--- src/rtl/blob_frame_ctrl_if.sv ---
// Handshake bundle between the camera/core side and the blob frame controller.
// The controller takes the slave view; whoever drives the camera and core takes the master view.
interface blob_frame_ctrl_if #(
   parameter int CNT_W = 8
);
   logic             i_start;
   logic             i_continuous;
   logic             i_abort;
   logic             i_frame_start;
   logic             i_pix_valid;
   logic             i_pix_bin;
   logic             o_blob_start;
   logic             o_blob_seq;
   logic             i_blob_valid;
   logic [CNT_W-1:0] i_blob_count;
   logic [CNT_W-1:0] o_count;
   logic             o_count_valid;
   logic             o_busy;
   logic [2:0]       o_state;
   logic             o_timeout;
   logic             o_gap_err;

   modport master (
      output i_start, i_continuous, i_abort, i_frame_start, i_pix_valid, i_pix_bin,
      output i_blob_valid, i_blob_count,
      input  o_blob_start, o_blob_seq, o_count, o_count_valid, o_busy, o_state,
      input  o_timeout, o_gap_err
   );

   modport slave (
      input  i_start, i_continuous, i_abort, i_frame_start, i_pix_valid, i_pix_bin,
      input  i_blob_valid, i_blob_count,
      output o_blob_start, o_blob_seq, o_count, o_count_valid, o_busy, o_state,
      output o_timeout, o_gap_err
   );
endinterface

--- src/rtl/blob_frame_ctrl.sv ---
// Frame sequencer for the blob counter core: arms, aligns to frame start, streams one frame
// of binary pixels to the core, then latches the core's result or flags a timeout.
module blob_frame_ctrl #(
   parameter int IMG_W      = 640,
   parameter int IMG_H      = 480,
   parameter int TIMEOUT    = 4096,
   parameter int FRAME_SKIP = 0,
   parameter int CNT_W      = 8
) (
   input logic               i_clk,
   input logic               i_rst_n,
   blob_frame_ctrl_if.slave  bus
);

   localparam int PIXELS = IMG_W * IMG_H;
   localparam int PIX_W  = $clog2(PIXELS);
   localparam int TMO_W  = $clog2(TIMEOUT);
   localparam int SKIP_W = (FRAME_SKIP > 0) ? $clog2(FRAME_SKIP + 1) : 1;
   localparam logic [PIX_W-1:0] PIX_LAST = PIX_W'(PIXELS - 1);
   localparam logic [TMO_W-1:0] TMO_LAST = TMO_W'(TIMEOUT - 1);

   typedef enum logic [2:0] {
      IDLE   = 3'd0,
      ARM    = 3'd1,
      START  = 3'd2,
      STREAM = 3'd3,
      WAIT   = 3'd4
   } state_t;

   state_t           state;
   logic [PIX_W-1:0] pix_cnt;
   logic [TMO_W-1:0] tmo_cnt;
   logic [SKIP_W-1:0] skip_cnt;
   logic             discard;
   logic             blob_start;
   logic             count_valid;
   logic             timeout;
   logic             gap_err;
   logic [CNT_W-1:0] count;
   logic             drop;

   // An abort takes effect on its own cycle, so the pixel under it is already forced to 0.
   assign drop = discard | bus.i_abort;

   always_ff @(posedge i_clk or negedge i_rst_n) begin
      if (!i_rst_n) begin
         state       <= IDLE;
         pix_cnt     <= '0;
         tmo_cnt     <= '0;
         skip_cnt    <= '0;
         discard     <= 1'b0;
         blob_start  <= 1'b0;
         count_valid <= 1'b0;
         timeout     <= 1'b0;
         gap_err     <= 1'b0;
         count       <= '0;
      end else begin
         blob_start  <= 1'b0;
         count_valid <= 1'b0;
         case (state)
            IDLE: begin
               if ((bus.i_start | bus.i_continuous) & !bus.i_abort) begin
                  state    <= ARM;
                  timeout  <= 1'b0;
                  gap_err  <= 1'b0;
                  skip_cnt <= '0;
               end
            end
            ARM: begin
               if (bus.i_abort) begin
                  state <= IDLE;
               end else if (bus.i_frame_start) begin
                  if (int'(skip_cnt) < FRAME_SKIP) begin
                     skip_cnt <= skip_cnt + 1'b1;
                  end else begin
                     state      <= START;
                     blob_start <= 1'b1;
                  end
               end
            end
            START: begin
               pix_cnt <= '0;
               state   <= STREAM;
               if (bus.i_abort) discard <= 1'b1;
            end
            STREAM: begin
               if (bus.i_abort) discard <= 1'b1;
               if (!bus.i_pix_valid | bus.i_frame_start) gap_err <= 1'b1;
               if (pix_cnt == PIX_LAST) begin
                  state   <= WAIT;
                  tmo_cnt <= '0;
               end else begin
                  pix_cnt <= pix_cnt + 1'b1;
               end
            end
            WAIT: begin
               // A result arriving on the timeout cycle still wins over the timeout.
               if (bus.i_blob_valid) begin
                  if (!drop) begin
                     count       <= bus.i_blob_count;
                     count_valid <= 1'b1;
                  end
                  state    <= (bus.i_continuous & !drop) ? ARM : IDLE;
                  skip_cnt <= '0;
                  discard  <= 1'b0;
               end else if (tmo_cnt == TMO_LAST) begin
                  timeout <= 1'b1;
                  state   <= IDLE;
                  discard <= 1'b0;
               end else begin
                  if (bus.i_abort) discard <= 1'b1;
                  if (tmo_cnt != {TMO_W{1'b1}}) tmo_cnt <= tmo_cnt + 1'b1;
               end
            end
            default: state <= IDLE;
         endcase
      end
   end

   assign bus.o_blob_start  = blob_start;
   assign bus.o_blob_seq    = (state == STREAM) & bus.i_pix_valid & bus.i_pix_bin & !drop;
   assign bus.o_count       = count;
   assign bus.o_count_valid = count_valid;
   assign bus.o_busy        = (state != IDLE);
   assign bus.o_state       = state;
   assign bus.o_timeout     = timeout;
   assign bus.o_gap_err     = gap_err;

endmodule
--- src/flat_wrapper.sv ---
// flat-port wrapper written by rule: the top's interface ports become plain ports
module blob_frame_ctrl_flat 
#(
   parameter int IMG_W      = 640,
   parameter int IMG_H      = 480,
   parameter int TIMEOUT    = 4096,
   parameter int FRAME_SKIP = 0,
   parameter int CNT_W      = 8
)
  (i_clk, i_rst_n, bus_i_start, bus_i_continuous, bus_i_abort, bus_i_frame_start, bus_i_pix_valid, bus_i_pix_bin, bus_i_blob_valid, bus_i_blob_count, bus_o_blob_start, bus_o_blob_seq, bus_o_count, bus_o_count_valid, bus_o_busy, bus_o_state, bus_o_timeout, bus_o_gap_err);
  blob_frame_ctrl_if #(.CNT_W(CNT_W)) bus_i ();
  input logic i_clk;
  input logic i_rst_n;
  input wire logic [$bits(bus_i.i_start)-1:0] bus_i_start;
  input wire logic [$bits(bus_i.i_continuous)-1:0] bus_i_continuous;
  input wire logic [$bits(bus_i.i_abort)-1:0] bus_i_abort;
  input wire logic [$bits(bus_i.i_frame_start)-1:0] bus_i_frame_start;
  input wire logic [$bits(bus_i.i_pix_valid)-1:0] bus_i_pix_valid;
  input wire logic [$bits(bus_i.i_pix_bin)-1:0] bus_i_pix_bin;
  input wire logic [$bits(bus_i.i_blob_valid)-1:0] bus_i_blob_valid;
  input wire logic [$bits(bus_i.i_blob_count)-1:0] bus_i_blob_count;
  output wire logic [$bits(bus_i.o_blob_start)-1:0] bus_o_blob_start;
  output wire logic [$bits(bus_i.o_blob_seq)-1:0] bus_o_blob_seq;
  output wire logic [$bits(bus_i.o_count)-1:0] bus_o_count;
  output wire logic [$bits(bus_i.o_count_valid)-1:0] bus_o_count_valid;
  output wire logic [$bits(bus_i.o_busy)-1:0] bus_o_busy;
  output wire logic [$bits(bus_i.o_state)-1:0] bus_o_state;
  output wire logic [$bits(bus_i.o_timeout)-1:0] bus_o_timeout;
  output wire logic [$bits(bus_i.o_gap_err)-1:0] bus_o_gap_err;
  assign bus_i.i_start = bus_i_start;
  assign bus_i.i_continuous = bus_i_continuous;
  assign bus_i.i_abort = bus_i_abort;
  assign bus_i.i_frame_start = bus_i_frame_start;
  assign bus_i.i_pix_valid = bus_i_pix_valid;
  assign bus_i.i_pix_bin = bus_i_pix_bin;
  assign bus_i.i_blob_valid = bus_i_blob_valid;
  assign bus_i.i_blob_count = bus_i_blob_count;
  assign bus_o_blob_start = bus_i.o_blob_start;
  assign bus_o_blob_seq = bus_i.o_blob_seq;
  assign bus_o_count = bus_i.o_count;
  assign bus_o_count_valid = bus_i.o_count_valid;
  assign bus_o_busy = bus_i.o_busy;
  assign bus_o_state = bus_i.o_state;
  assign bus_o_timeout = bus_i.o_timeout;
  assign bus_o_gap_err = bus_i.o_gap_err;
  blob_frame_ctrl #(.IMG_W(IMG_W), .IMG_H(IMG_H), .TIMEOUT(TIMEOUT), .FRAME_SKIP(FRAME_SKIP), .CNT_W(CNT_W)) u_core (.i_clk(i_clk), .i_rst_n(i_rst_n), .bus(bus_i));
endmodule
--- config.mk ---
export PLATFORM = sky130hd
export DESIGN_NAME = blob_frame_ctrl_flat
export DESIGN_NICKNAME = d
export VERILOG_FILES = /design/src/rtl/blob_frame_ctrl_if.sv /design/src/rtl/blob_frame_ctrl.sv /design/src/flat_wrapper.sv
export SDC_FILE = /design/constraint.sdc
export NUM_CORES = 1
export LEC_CHECK = 0
export ABC_CLOCK_PERIOD_IN_PS = 2570
export CAP_MARGIN = 40
export CORE_MARGIN = 2
export CORE_UTILIZATION = 54
export DETAILED_ROUTE_END_ITERATION = 12
export PLACE_DENSITY = 0.79
export SYNTH_ARGS = -nofsm -noshare
export SYNTH_HDL_FRONTEND = slang
export SYNTH_SLANG_ARGS = --single-unit
--- constraint.sdc ---
create_clock -name i_clk -period 2.57 [get_ports i_clk]
set_clock_uncertainty 0.05 [all_clocks]
set_input_delay 0.514 -clock i_clk [delete_from_list [all_inputs] [get_ports i_clk]]
set_output_delay 0.514 -clock i_clk [all_outputs]
set_load 0.01 [all_outputs]
==> results of run 1 <==
-- worst min path at each step --
stage,to,depth (start not counted)
CTS,u_core.tmo_cnt[4]$_DFFE_PN0P_,1
finish,u_core.tmo_cnt[4]$_DFFE_PN0P_,1
detailed placement,u_core.bus.o_count[4]$_DFFE_PN0P_,2
global placement,u_core.bus.o_count[6]$_DFFE_PN0P_,2
floorplan,u_core.bus.o_blob_start$_DFF_PN0_,0
global route,u_core.tmo_cnt[4]$_DFFE_PN0P_,1
-- report_power, final --
group | switching [mW] | internal [mW] | leakage [nW]
combinational | 0.312 | 0.194 | 0.610
clock | 0.239 | 0.211 | 0.0470
sequential | 0.0845 | 0.787 | 0.632
-- cell families (layout without fill, tap and decap cells) --
family          Yosys count  count (layout)  share of synthesized area
compound gates           74              74                      0.189
buf+inv                  17              58                     0.0337
simple gates            140             140                      0.281
flops                    47              47                      0.473
mux                       3               3                     0.0121
fa+ha+maj                 2               2                     0.0101
-- cell usage in the layout, fill, tap and decap left out, types with 2 or more instances in the layout --
cell / count
nand2_1: 52
dfrtp_1: 46
o21ai_0: 32
clkdlybuf4s50_1: 32
nor2_1: 27
nand3_1: 20
a21oi_1: 9
buf_4: 9
a31oi_1: 8
inv_1: 7
and3_1: 7
nand4_1: 6
o31ai_1: 6
o21ai_1: 6
clkbuf_8: 6
nor3_1: 5
mux2i_1: 3
and2_1: 3
nor2b_1: 2
nor4_1: 2
nand2b_1: 2
o41ai_1: 2
and4_1: 2
o22a_1: 2
or4_1: 2
ha_1: 2
-- through the flow --
step                      instance area (um2)  power (mW)  hold WS (ps)   util
after floorplan                          2480        1.17           168      -
after global placement                   2910        1.37           408  0.664
after detailed placement                 2910        1.39           412  0.664
after CTS                                3000        1.83           161  0.684
after global routing                     3000        1.94           192  0.684
final                                    3000        1.83           141  0.684
-- cells in the mapped netlist (2+ instances only) --
master,count,area [um2]
nor2_1,27,101
clkbuf_1,5,18.8
nor4_1,2,12.5
nand2_1,52,195
nand2b_1,2,12.5
or4_1,2,15.0
dfrtp_1,47,1180
and3_1,7,43.8
and4_1,2,17.5
nor2b_1,2,12.5
o41ai_1,2,17.5
nor3_1,5,25.0
buf_6,2,22.5
inv_1,7,26.3
ha_1,2,25.0
o21ai_1,6,30.0
nand4_1,6,37.5
a21oi_1,9,45.0
o21ai_0,32,160
and2_1,3,18.8
o31ai_1,6,45.0
nand3_1,20,100
mux2i_1,3,30.0
o22a_1,2,17.5
a31oi_1,8,50.1
-- final cells by class --
class	instances	area, um2
Tap cell	52	65.1
Fill cell	349	1390
Timing Repair Buffer	43	413
Clock inverter	1	5.00
Clock buffer	6	82.6
Inverter	8	30.0
Multi-Input combinational cell	219	1220
Sequential cell	47	1180
-- layer usage --
layer,vias up,global-route usage
met1,1046,0.312
met3,6,0.0380
li1,1104,-
met4,0,0.0524
met2,63,0.389
met5,-,0
-- flip-flops by register name, indices dropped and copies added (netlist names) --
| name | count |
|---|---|
| u_core.pix_cnt | 19 |
| u_core.tmo_cnt | 12 |
| u_core.bus.o_count | 8 |
| u_core.bus.o_state | 3 |
| u_core.bus.o_blob_start | 1 |
| u_core.bus.o_count_valid | 1 |
| u_core.bus.o_gap_err | 1 |
| u_core.bus.o_timeout | 1 |
| u_core.discard | 1 |
-- timing repair --
item                                   4_1_cts  5_1_grt
setup endpoints to repair                    0        1
gates resized for setup                      0        1
endpoints found under the hold margin        0        0
hold buffers                                 0        0
==> results.json, run 1 <==
{
  "grt_pass1_vias": 2159,
  "met3_wirelength_um": 261,
  "pre_cts_slack_ps": 163,
  "r2r-start": "u_core.pix_cnt[0]$_DFFE_PN0P_",
  "syn_to_final_growth_pct": 20.6,
  "yosys_warnings": 0,
  "power_density_nw_per_um2": 610,
  "grt_usage": 0.230,
  "crit_buf_inv": 1,
  "io_pins": 34,
  "layout.cells.non_filler": 376,
  "coreArea_um2": 4380,
  "synthDistinctLibCells": 47,
  "wl_per_cell_um": 14.2,
  "synth_ff_type": "dfrtp_1",
  "drive_above_1_share": 0.0895,
  "die_w_um": 71.8,
  "p_leak_nw": 1.29,
  "crit_path_end": "bus_o_blob_seq",
  "clock-root-buffer": "clkbuf_8",
  "route.met2.wl_mm": 2.50,
  "ir_drop_mv": 0.562,
  "fmax_mhz": 412,
  "rr_worst_depth": 7,
  "layout.nets": 343,
  "clk_latency_ps": 290,
  "min_path_type": "input pin to asynchronous set/reset pin",
  "reg2reg_to": "u_core.pix_cnt[3]$_DFFE_PN0P_",
  "place_hpwl_mm": 3.83,
  "critPathMaxStageDelay_ps": 540,
  "wl_met1_mm": 2.53,
  "dpl.cell_count": 369,
  "std_cell_rows": 24,
  "clock_sinks": 47,
  "syn_avg_cell_area_um2": 8.78,
  "synth_area_um2": 2480,
  "critPathTopFamily": "simple AND/OR/NAND/NOR gates",
  "reg2reg_slack_ps": 440,
  "clk_pin_slew_ps": 90,
  "setup_violations": 0,
  "finalCritPeriodShare": 0.944,
  "firstDrtPassIters": 5,
  "drt-initial-drc-count": 164,
  "place_congestion": 0.804,
  "tightest_slew_ps": 544,
  "via_count": 2219,
  "tritoncts": "built",
  "htreeDepth": 2,
  "wl_mm": 5.35,
  "die_h_um": 71.8,
  "cp_max_fo": 11,
  "crit_slowest_cell": "clkdlybuf4s50_1",
  "io_buffers": 33,
  "cts_buffer_depth": 2,
  "rsz0062_at_grt": "no",
  "start_util": 0.567,
  "grt_overflow": 0,
  "grt_pass1_wl_mm": 9.53,
  "synthArstFlopShare": 1.00,
  "dr.max_layer_used": "met4",
  "tns_ps": 0,
  "fin_ws_ps": 143,
  "ys_ff_latch": 47,
  "numCtsBuffers": 5,
  "status": "finished clean",
  "worstPathArrival_ps": 1860,
  "worstSetupStartpointType": "register",
  "grt_antenna_before_repair": 0,
  "maxCapViolCount": 0,
  "grt_start_max_net_pins": 25,
  "crit_path_end_kind": "output port",
  "postRouteAntennaNets": 0,
  "yosysSeqAreaShare": 0.473,
  "drcViolationCount": 0,
  "postCtsSetupBuffers": 0,
  "syn_inst": 283,
  "n_antenna_cell": 0,
  "final-hold-violation-count": 0,
  "cp_cell_sequence": "nor2b_1, nand2_1, nor2_1, clkdlybuf4s50_1",
  "required_ps": 2010,
  "drt-vias-per-instance": 5.90,
  "crit_cells": 4,
  "slew_violations": 0,
  "syn_nets": 302,
  "crit_path_start": "u_core.bus.o_state[1]$_DFFE_PN0P_",
  "worstSetupPathType": "register to output port",
  "min_period_ps": 2430,
  "synth_edf_count": 0,
  "relSlewSlack": 0.637,
  "die_area_um2": 5160
}
No activity file was read; power rests on OpenSTA's default activity.
==> run 2, diff against run 1 <==
--- a/config.mk
+++ b/config.mk
@@ -6,11 +6,12 @@
 export NUM_CORES = 1
 export LEC_CHECK = 0
 export ABC_CLOCK_PERIOD_IN_PS = 2570
-export CAP_MARGIN = 40
+export CAP_MARGIN = 0
 export CORE_MARGIN = 2
-export CORE_UTILIZATION = 54
+export CORE_UTILIZATION = 57
+export CTS_BUF_LIST = sky130_fd_sc_hd__clkbuf_4 sky130_fd_sc_hd__clkbuf_8
 export DETAILED_ROUTE_END_ITERATION = 12
-export PLACE_DENSITY = 0.79
+export PLACE_DENSITY = 0.83
 export SYNTH_ARGS = -nofsm -noshare
 export SYNTH_HDL_FRONTEND = slang
 export SYNTH_SLANG_ARGS = --single-unit
==> run 2 against run 1 <==
Compared with the run above:
- worst hold slack worse by 3.2 ps
- register-to-register slack worse by 20 ps
- routed wire length up 7.7%
- highest routed layer unchanged
- global-route usage up 1.8 points
- non-clock buffer count unchanged
- cell count up 0.27%
- largest cell class unchanged
==> results.json, run 2 (synthesized netlist as in run 1, its figures left out) <==
{
  "io_pins": 34,
  "drive_above_1_share": 0.0892,
  "clock_sinks": 47,
  "p_leak_nw": 1.31,
  "drt-initial-drc-count": 168,
  "fin_hold_ws_ps": 138,
  "pre_cts_slack_ps": 170,
  "postRouteAntennaNets": 0,
  "coreArea_um2": 4260,
  "worstSetupPathType": "register to output port",
  "n_antenna_cell": 0,
  "layout.nets": 343,
  "slew_violations": 0,
  "p_int_mw": 1.38,
  "grt_pass1_vias": 2134,
  "postCtsSetupBuffers": 0,
  "power_frac_comb": 0.257,
  "grt_antenna_before_repair": 0,
  "swShare": 0.323,
  "clk_latency_ps": 300,
  "die_w_um": 70.0,
  "required_ps": 2010,
  "power_density_nw_per_um2": 668,
  "start_util": 0.583,
  "clk_pin_slew_ps": 90,
  "min_path_type": "input pin to asynchronous set/reset pin",
  "relSlewSlack": 0.622,
  "dpl.cell_count": 369,
  "fmax_mhz": 410,
  "mostFrequentLayoutCell": "nand2_1",
  "largest_register_ffs": 19,
  "place_hpwl_mm": 3.98,
  "tritoncts": "built",
  "via_count": 2298,
  "place_congestion": 0.812,
  "grt_usage": 0.247,
  "tightest_slew_ps": 566,
  "grt_overflow": 0,
  "worstPathArrival_ps": 1880,
  "ir_drop_mv": 0.458,
  "cts_buffer_depth": 2,
  "wl_per_cell_um": 15.3,
  "io_buffers": 33,
  "htreeDepth": 2,
  "grt_pass1_wl_mm": 9.85,
  "drcViolationCount": 0,
  "std_cell_rows": 24,
  "drt-vias-per-instance": 6.10,
  "registers.top_by_ff_count": "u_core.pix_cnt",
  "firstDrtPassIters": 6,
  "final-hold-violation-count": 0,
  "syn_to_final_growth_pct": 22.6,
  "die_h_um": 70.0,
  "maxCapViolCount": 0,
  "net-switching-power_uw": 657,
  "finalCritPeriodShare": 0.949,
  "crit_path_end_kind": "output port",
  "setup_violations": 0,
  "wl_mm": 5.76,
  "final_util": 0.714,
  "numCtsBuffers": 5,
  "tns_ps": 0,
  "seq_power_share": 0.420,
  "fin_ws_ps": 131,
  "p_clk_frac": 0.323,
  "rsz0062_at_grt": "no",
  "status": "finished clean",
  "worstSetupStartpointType": "register",
  "layout.cells.non_filler": 377,
  "final_cell_mix": "nand2_1, dfrtp_1, o21ai_0, clkdlybuf4s50_1, nor2_1",
  "min_period_ps": 2440,
  "cts_resized": 0,
  "die_area_um2": 4900,
  "grt_start_max_net_pins": 26,
  "clock-root-buffer": "clkbuf_8",
  "hold_buffers": 0,
  "cp_max_fo": 7
}
[run 2: cell count changes in the layout (fill, tap and decap cells not counted)]
cell       before  now
clkbuf_8        6    5
dfrtp_2         1    0
dfrtp_1        46   47
clkbuf_4        0    1
bufinv_16       0    2
clkinv_2        1    0
[run 2: worst paths after layout]
kind,start,to,slack (ps),depth (start not counted)
worst max register to register,u_core.bus.o_state[2]$_DFFE_PN0P_,u_core.pix_cnt[14]$_DFFE_PN0P_,420,5
max in group asynchronous,i_rst_n,u_core.pix_cnt[3]$_DFFE_PN0P_,1800,2
worst min-delay path,i_rst_n,u_core.tmo_cnt[3]$_DFFE_PN0P_,140,1
worst min register to register,u_core.bus.o_count[5]$_DFFE_PN0P_,u_core.bus.o_count[5]$_DFFE_PN0P_,430,2
worst max-delay path,u_core.bus.o_state[2]$_DFFE_PN0P_,bus_o_blob_seq,130,4
min in group i_clk,u_core.bus.o_count[5]$_DFFE_PN0P_,u_core.bus.o_count[5]$_DFFE_PN0P_,430,2
[run 2: layout make-up]
class	count	area, um2
multi-input cells	219	1220
fillers	311	1220
well taps	52	65.1
inverters	8	30.0
flip-flops and latches	47	1180
clock inverters	2	60.1
clock buffers	6	76.3
repair buffers	43	413
[run 2: critical path, cell delays in order (launching register included)]
cell and delay [ps]:
dfrtp_1 470, nor2b_1 290, nand2_1 130, nor2_1 130, clkdlybuf4s50_1 550
[run 2: layer usage]
metal | track usage | routed length, um | vias up
li1 | - | - | 1107
met5 | 0 | 0 | -
met3 | 0.0390 | 320 | 6
met4 | 0.0620 | 60 | 0
met1 | 0.336 | 2570 | 1106
met2 | 0.417 | 2810 | 79
[run 2: per-stage QoR]
stage / power (mW) / area [um2]
6_report: 2.04 / 3050
4_1_cts: 2.04 / 3050
3_5_place_dp: 1.39 / 2910
2_1_floorplan: 1.17 / 2480
5_1_grt: 2.13 / 3050
3_3_place_gp: 1.37 / 2910
[run 2: power groups by stage]
| stage | registers [mW] | clock network, mW | logic [mW] |
|---|---|---|---|
| floorplan | 0.848 | 0 | 0.325 |
| CTS | 0.854 | 0.665 | 0.518 |
| global route | 0.868 | 0.684 | 0.582 |
| global placement | 0.866 | 0 | 0.507 |
| detailed placement | 0.869 | 0 | 0.516 |
| finish | 0.856 | 0.657 | 0.523 |
==> run 3, diff against run 2 <==
--- a/config.mk
+++ b/config.mk
@@ -10,6 +10,7 @@
 export CORE_MARGIN = 2
 export CORE_UTILIZATION = 57
 export CTS_BUF_LIST = sky130_fd_sc_hd__clkbuf_4 sky130_fd_sc_hd__clkbuf_8
+export CTS_CLUSTER_SIZE = 24
 export DETAILED_ROUTE_END_ITERATION = 12
 export PLACE_DENSITY = 0.83
 export SYNTH_ARGS = -nofsm -noshare
==> results of run 3 <==
Final layout, timing and power as in run 2 (identical DEF).
